[src/rtl/digit_scrambler_pkg.sv]
// Shared definitions for the tube digit scrambler: state encoding, default
// geometry and the blank segment pattern.
package digit_scrambler_pkg;

  localparam int SEG_W_DEF    = 7;
  localparam int N_DIGITS_DEF = 8;

  localparam logic [SEG_W_DEF-1:0] SEG_BLANK = 7'h00;

  typedef enum logic [1:0] {
    ST_IDLE     = 2'd0,
    ST_SCRAMBLE = 2'd1,
    ST_LOCK     = 2'd2
  } state_t;

  function automatic int max_i(input int a, input int b);
    return (a > b) ? a : b;
  endfunction

endpackage

[src/rtl/digit_scrambler_if.sv]
// Segment/strobe bundle between the formatter/noise side and the scrambler.
// Digit k sits at [k], i.e. flat bits [SEG_W*k+SEG_W-1:SEG_W*k].
interface digit_scrambler_if
  import digit_scrambler_pkg::*;
#(
  parameter int N_DIGITS = N_DIGITS_DEF,
  parameter int SEG_W    = SEG_W_DEF
);
  logic                               tick;
  logic                               start;
  logic [N_DIGITS-1:0][SEG_W-1:0]     seg_in;
  logic [N_DIGITS-1:0][SEG_W-1:0]     noise_in;
  logic [N_DIGITS-1:0][SEG_W-1:0]     seg_out;
  logic                               busy;

  modport master (output tick, start, seg_in, noise_in, input seg_out, busy);
  modport slave  (input tick, start, seg_in, noise_in, output seg_out, busy);
endinterface

[src/rtl/digit_scrambler_mux.sv]
// Per-tube next-value select: real digit when idle or locked, noise otherwise.
module scramble_digit_mux #(
  parameter int SEG_W = 7
) (
  input  logic [SEG_W-1:0] real_seg,
  input  logic [SEG_W-1:0] noise_seg,
  input  logic             locked,
  input  logic             scrambling,
  output logic [SEG_W-1:0] next_seg
);
  assign next_seg = (!scrambling || locked) ? real_seg : noise_seg;
endmodule

[src/rtl/digit_scrambler.sv]
// Slot-machine effect for the tube display: full noise for SCRAMBLE_TICKS,
// then tubes lock left to right every LOCK_TICKS; transparent (1 reg) when idle.
module digit_scrambler
  import digit_scrambler_pkg::*;
#(
  parameter int N_DIGITS       = N_DIGITS_DEF,
  parameter int SEG_W          = SEG_W_DEF,
  parameter int SCRAMBLE_TICKS = 16,
  parameter int LOCK_TICKS     = 4
) (
  input  logic             clk,
  input  logic             rstn,
  digit_scrambler_if.slave bus
);

  localparam int TICK_W = $clog2(max_i(SCRAMBLE_TICKS, LOCK_TICKS) + 1);
  localparam int IDX_W  = $clog2(N_DIGITS + 1);

  state_t                         state, state_nxt;
  logic [TICK_W-1:0]              tick_cnt, tick_cnt_nxt;
  logic [IDX_W-1:0]               lock_idx, lock_idx_nxt;
  logic [N_DIGITS-1:0]            lock_mask, lock_mask_nxt;
  logic                           busy_q, busy_nxt;
  logic [N_DIGITS-1:0][SEG_W-1:0] seg_q, seg_nxt;
  logic                           scrambling;

  assign scrambling  = (state != ST_IDLE);
  assign bus.seg_out = seg_q;
  assign bus.busy    = busy_q;

  // Output select uses the pre-edge lock_mask, so a digit shows its real
  // value starting the cycle after the tick that locks it.
  for (genvar g = 0; g < N_DIGITS; g++) begin : g_digit
    scramble_digit_mux #(.SEG_W(SEG_W)) u_mux (
      .real_seg   (bus.seg_in[g]),
      .noise_seg  (bus.noise_in[g]),
      .locked     (lock_mask[g]),
      .scrambling (scrambling),
      .next_seg   (seg_nxt[g])
    );
  end

  always_comb begin
    state_nxt     = state;
    tick_cnt_nxt  = tick_cnt;
    lock_idx_nxt  = lock_idx;
    lock_mask_nxt = lock_mask;
    busy_nxt      = busy_q;
    case (state)
      ST_IDLE: begin
        busy_nxt = 1'b0;
        if (bus.start) begin
          state_nxt     = ST_SCRAMBLE;
          tick_cnt_nxt  = '0;
          lock_idx_nxt  = '0;
          lock_mask_nxt = '0;
          busy_nxt      = 1'b1;
        end
      end
      ST_SCRAMBLE: begin
        if (bus.tick) begin
          if (tick_cnt == TICK_W'(SCRAMBLE_TICKS - 1)) begin
            state_nxt    = ST_LOCK;
            tick_cnt_nxt = '0;
          end else begin
            tick_cnt_nxt = tick_cnt + TICK_W'(1);
          end
        end
      end
      ST_LOCK: begin
        if (bus.tick) begin
          if (tick_cnt == TICK_W'(LOCK_TICKS - 1)) begin
            tick_cnt_nxt = '0;
            lock_idx_nxt = lock_idx + IDX_W'(1);
            for (int k = 0; k < N_DIGITS; k++)
              if (lock_idx == IDX_W'(k)) lock_mask_nxt[k] = 1'b1;
            if (lock_idx == IDX_W'(N_DIGITS - 1)) begin
              state_nxt = ST_IDLE;
              busy_nxt  = 1'b0;
            end
          end else begin
            tick_cnt_nxt = tick_cnt + TICK_W'(1);
          end
        end
      end
      default: begin
        state_nxt = ST_IDLE;
        busy_nxt  = 1'b0;
      end
    endcase
  end

  always_ff @(posedge clk) begin
    if (!rstn) begin
      state     <= ST_IDLE;
      tick_cnt  <= '0;
      lock_idx  <= '0;
      lock_mask <= '0;
      busy_q    <= 1'b0;
      seg_q     <= {N_DIGITS{SEG_BLANK}};
    end else begin
      state     <= state_nxt;
      tick_cnt  <= tick_cnt_nxt;
      lock_idx  <= lock_idx_nxt;
      lock_mask <= lock_mask_nxt;
      busy_q    <= busy_nxt;
      seg_q     <= seg_nxt;
    end
  end

endmodule

[src/flat_wrapper.sv]
// flat-port wrapper written by rule: the top's interface ports become plain ports
module digit_scrambler_flat import digit_scrambler_pkg::*;
#(
  parameter int N_DIGITS       = N_DIGITS_DEF,
  parameter int SEG_W          = SEG_W_DEF,
  parameter int SCRAMBLE_TICKS = 16,
  parameter int LOCK_TICKS     = 4
)
  (clk, rstn, bus_tick, bus_start, bus_seg_in, bus_noise_in, bus_seg_out, bus_busy);
  digit_scrambler_if #(.N_DIGITS(N_DIGITS), .SEG_W(SEG_W)) bus_i ();
  input  logic clk;
  input  logic rstn;
  input wire logic [$bits(bus_i.tick)-1:0] bus_tick;
  input wire logic [$bits(bus_i.start)-1:0] bus_start;
  input wire logic [$bits(bus_i.seg_in)-1:0] bus_seg_in;
  input wire logic [$bits(bus_i.noise_in)-1:0] bus_noise_in;
  output wire logic [$bits(bus_i.seg_out)-1:0] bus_seg_out;
  output wire logic [$bits(bus_i.busy)-1:0] bus_busy;
  assign bus_i.tick = bus_tick;
  assign bus_i.start = bus_start;
  assign bus_i.seg_in = bus_seg_in;
  assign bus_i.noise_in = bus_noise_in;
  assign bus_seg_out = bus_i.seg_out;
  assign bus_busy = bus_i.busy;
  digit_scrambler #(.N_DIGITS(N_DIGITS), .SEG_W(SEG_W), .SCRAMBLE_TICKS(SCRAMBLE_TICKS), .LOCK_TICKS(LOCK_TICKS)) u_core (.clk(clk), .rstn(rstn), .bus(bus_i));
endmodule
[config.mk]
export PLATFORM = sky130hd
export DESIGN_NAME = digit_scrambler_flat
export DESIGN_NICKNAME = d
export VERILOG_FILES = /design/src/rtl/digit_scrambler_pkg.sv /design/src/rtl/digit_scrambler_if.sv /design/src/rtl/digit_scrambler_mux.sv /design/src/rtl/digit_scrambler.sv /design/src/flat_wrapper.sv
export SDC_FILE = /design/constraint.sdc
export NUM_CORES = 1
export LEC_CHECK = 0
export ABC_AREA = 1
export CORE_MARGIN = 3
export CORE_UTILIZATION = 30
export DETAILED_ROUTE_END_ITERATION = 8
export PLACE_DENSITY_LB_ADDON = 0.08
export SLEW_MARGIN = 20
export SYNTH_ARGS = -nofsm -noshare
export SYNTH_HDL_FRONTEND = slang
export SYNTH_SLANG_ARGS = --single-unit
export TNS_END_PERCENT = 20
[constraint.sdc]
create_clock -name clk -period 2.55 [get_ports clk]
set_input_delay 0.51 -clock clk [delete_from_list [all_inputs] [get_ports clk]]
set_output_delay 0.51 -clock clk [all_outputs]
set_load 0.005 [all_outputs]
==> summary.md <==
| Metric | Value |
|---|---|
| CTS tree | `done` |
| Inserted Diodes | `0` |
| Worst Path Required | `2.79 ns` |
| Max_cap viols | `0` |
| WS Path Type | `flop to flop` |
| Post-synth top area cell | `dfxtp_1` |
| Total CTS buffers | `9` |
| Clock buffer depth | `2` |
| Final Max Slew Viols | `0` |
| Port bufs | `172` |
| Worst slew pin tran | `0.658 ns` |
| Clk_skew | `0.0127 ns` |
| Yosys reg bits | `76` |
| Dpl hpwl | `about 7300 µm` |
| CP startpoint kind | `flop` |
| Leak | `around 0.0022 µW` |
| Nets | `733` |
| Hold slack | `0.454 ns` |
| Largest net degree at the start of global routing | `40` |
| Synth Area per Inst | `approximately 7.4 µm²` |
| Placement Rows | `36` |
| Minimum clock period | `between 1.5 and 2 ns` |
| Initial Util | `0.317` |
| Initial DRC count | `100` |
| Count leader, synth | `nor2_1` |
| PwrDens | `857 nW/µm²` |
| Post-route DRC | `0` |
| Fmax | `around 0.54 GHz` |
| Finish-stage setup viols | `0` |
| Dpl cells | `728` |
| Post-CTS Resized | `0` |
| Area growth, synth to finish | `64.8%` |
| RSZ-0062 raised after global routing | `false` |
| Dominant synthesized flop cell | `dfxtp_1` |
| Fin. Hold Viols | `0` |
| Initial antenna violation count | `0` |
| Non-Filler Instances | `744` |
| Grt ovf | `0` |
| Total GRT Usage | `0.158` |
| Root Driver | `clkbuf_8` |
| Total number of yosys warnings | `0` |
| Total die area | `11,900 µm²` |
| Postcts setup bufs | `0` |
| Worst Path Max Fanout | `13` |
| Worst Setup End Kind | `flop` |
| FFs w/ async S/R, synth | `0` |
| Worst-path clk slew | `0.08 ns` |
| CTS sink count | `76` |
| Sequential cell area fraction in the yosys report | `0.478` |
| Distinct cells, synth | `22` |
| Share of post-route cells with drive strength above 1 | `0.0736` |
| Synth Cell Area | `3190 µm²` |
| WL per Instance | `12.6 µm` |
| Setup tns final | `0 ns` |
| TritonRoute pass-1 iters | `4` |
| Slew margin rel. | `0.561` |
| Routed wire length | `between 9000 and 10,000 µm` |
| Vias in the first global route | `3,089` |
| Htree depth | `3` |
| Die Wd | `109 µm` |
| Syn nets | `557` |
| Worst EP arrival | `2.10 ns` |
| Synth top area cells | `dfxtp_1 (48%), nor2_1 (17%), o21ai_0 (9.1%), inv_1 (4.9%), ha_1 (4.3%)` |
| Post-synth EDFFs | `0` |
| Hold-fix buffers at CTS | `0` |
| Layout fillers | `1,001` |
| Status | `finished, final reports clean` |
| IO Pins | `173` |
| Die H | `109 µm` |
| Synth cell count leaders | `nor2_1 (142), dfxtp_1 (76), o21ai_0 (58)` |
| Global-route wire length before repair | `roughly 15,000 µm` |
| RD Place Congestion | `~0.81` |
| Core area | `10,000 µm²` |
| Post-synth top area share | `0.478` |
| Vias | `3,184` |
| Crit share post-route | `0.727` |
| Worst hold path type | `flop to flop` |
| Routed Antenna Nets | `0` |
| Clk Latency, worst-skew pair | `0.35 ns` |
| Worst VDD drop | `roughly 440 µV` |
| Vias per Instance | `4.28` |
| Gate Count Post-Synth | `430` |
sequential cells by signal (all words and copies together), names as in the netlist:
signal / cells
u_core.state: 2
u_core.lock_mask: 8
u_core.lock_idx: 4
u_core.bus.seg_out: 56
u_core.bus.busy: 1
u_core.tick_cnt: 5
area by class of cell:
class / count / area, µm² / area share
repair buffers: 175 / 1750 / 0.334
flip-flops and latches: 76 / 1520 / 0.290
multi-input cells: 300 / 1430 / 0.273
inverters: 44 / 168 / 0.0319
well taps: 133 / 166 / 0.0317
clock buffers: 10 / 138 / 0.0262
clock inverters: 6 / 71.3 / 0.0136
metrics by stage:
| step | total power [µW] | setup slack (ns) | instance area (µm²) | utilization |
|---|---|---|---|---|
| 2_1_floorplan | 2630 | 1.09 | 3190 | - |
| 3_3_place_gp | 3590 | 0.676 | 5040 | 0.502 |
| 3_5_place_dp | 3620 | 0.658 | 5040 | 0.502 |
| 4_1_cts | 4590 | 0.656 | 5250 | 0.523 |
| 5_1_grt | 4890 | 0.438 | 5250 | 0.523 |
| 6_report | 4500 | 0.696 | 5250 | 0.523 |
placed cells by master, fill, tap and decap left out, drive strengths merged:
cell,synthesis,final
buf,4,4
clkinv,0,1
clkdlybuf4s50,0,171
o21ai,61,61
nand3,9,9
nand3b,1,1
inv,44,46
nand4,2,2
clkinvlp,0,2
bufinv,0,1
clkbuf,6,10
ha,11,11
dfxtp,76,76
nand2,49,49
nor2,147,147
a21oi,20,20
worst paths after layout:
check | slack (ns) | start | end | cells after the start
min reg2reg | 0.45 | u_core.lock_mask[3]$_SDFFE_PN0P_ | u_core.lock_mask[3]$_SDFFE_PN0P_ | 2
max reg2reg | 0.70 | u_core.state[0]$_SDFFE_PN0P_ | u_core.bus.seg_out[12]$_SDFF_PN0_ | 6
max | 0.70 | u_core.state[0]$_SDFFE_PN0P_ | u_core.bus.seg_out[12]$_SDFF_PN0_ | 6
min | 0.45 | u_core.lock_mask[3]$_SDFFE_PN0P_ | u_core.lock_mask[3]$_SDFFE_PN0P_ | 2
metal layers:
metal / global-route usage / wire [µm] / vias to the layer above
li1: - / - / 1699
met1: 0.186 / 3940 / 1398
met2: 0.276 / 4620 / 80
met3: 0.0497 / 695 / 7
met4: 0.0451 / 108 / 0
met5: 0 / 0 / -
cells by family (layout without fill, tap and decap cells):
group,Yosys count,in the layout,share of synthesized area
compound gates,81,81,0.133
fa+ha+maj,11,11,0.0432
buf+inv,54,235,0.0727
flops,76,76,0.478
simple gates,208,208,0.273
critical path: stages (launching register included):
cell and delay (ns):
dfxtp_1 0.39, inv_1 0.08, ha_1 0.40, nor2_1 0.45
inv_1 0.23, nor2_1 0.15, nor2_1 0.06
where the power goes:
group	total, µW	switching (µW)	leakage (µW)	internal, µW
sequential	1630	114	0.000630	1510
combinational	1910	964	0.00144	948
clock	960	473	0.0000995	487
Note: power is estimated with default switching activity, not from simulation.
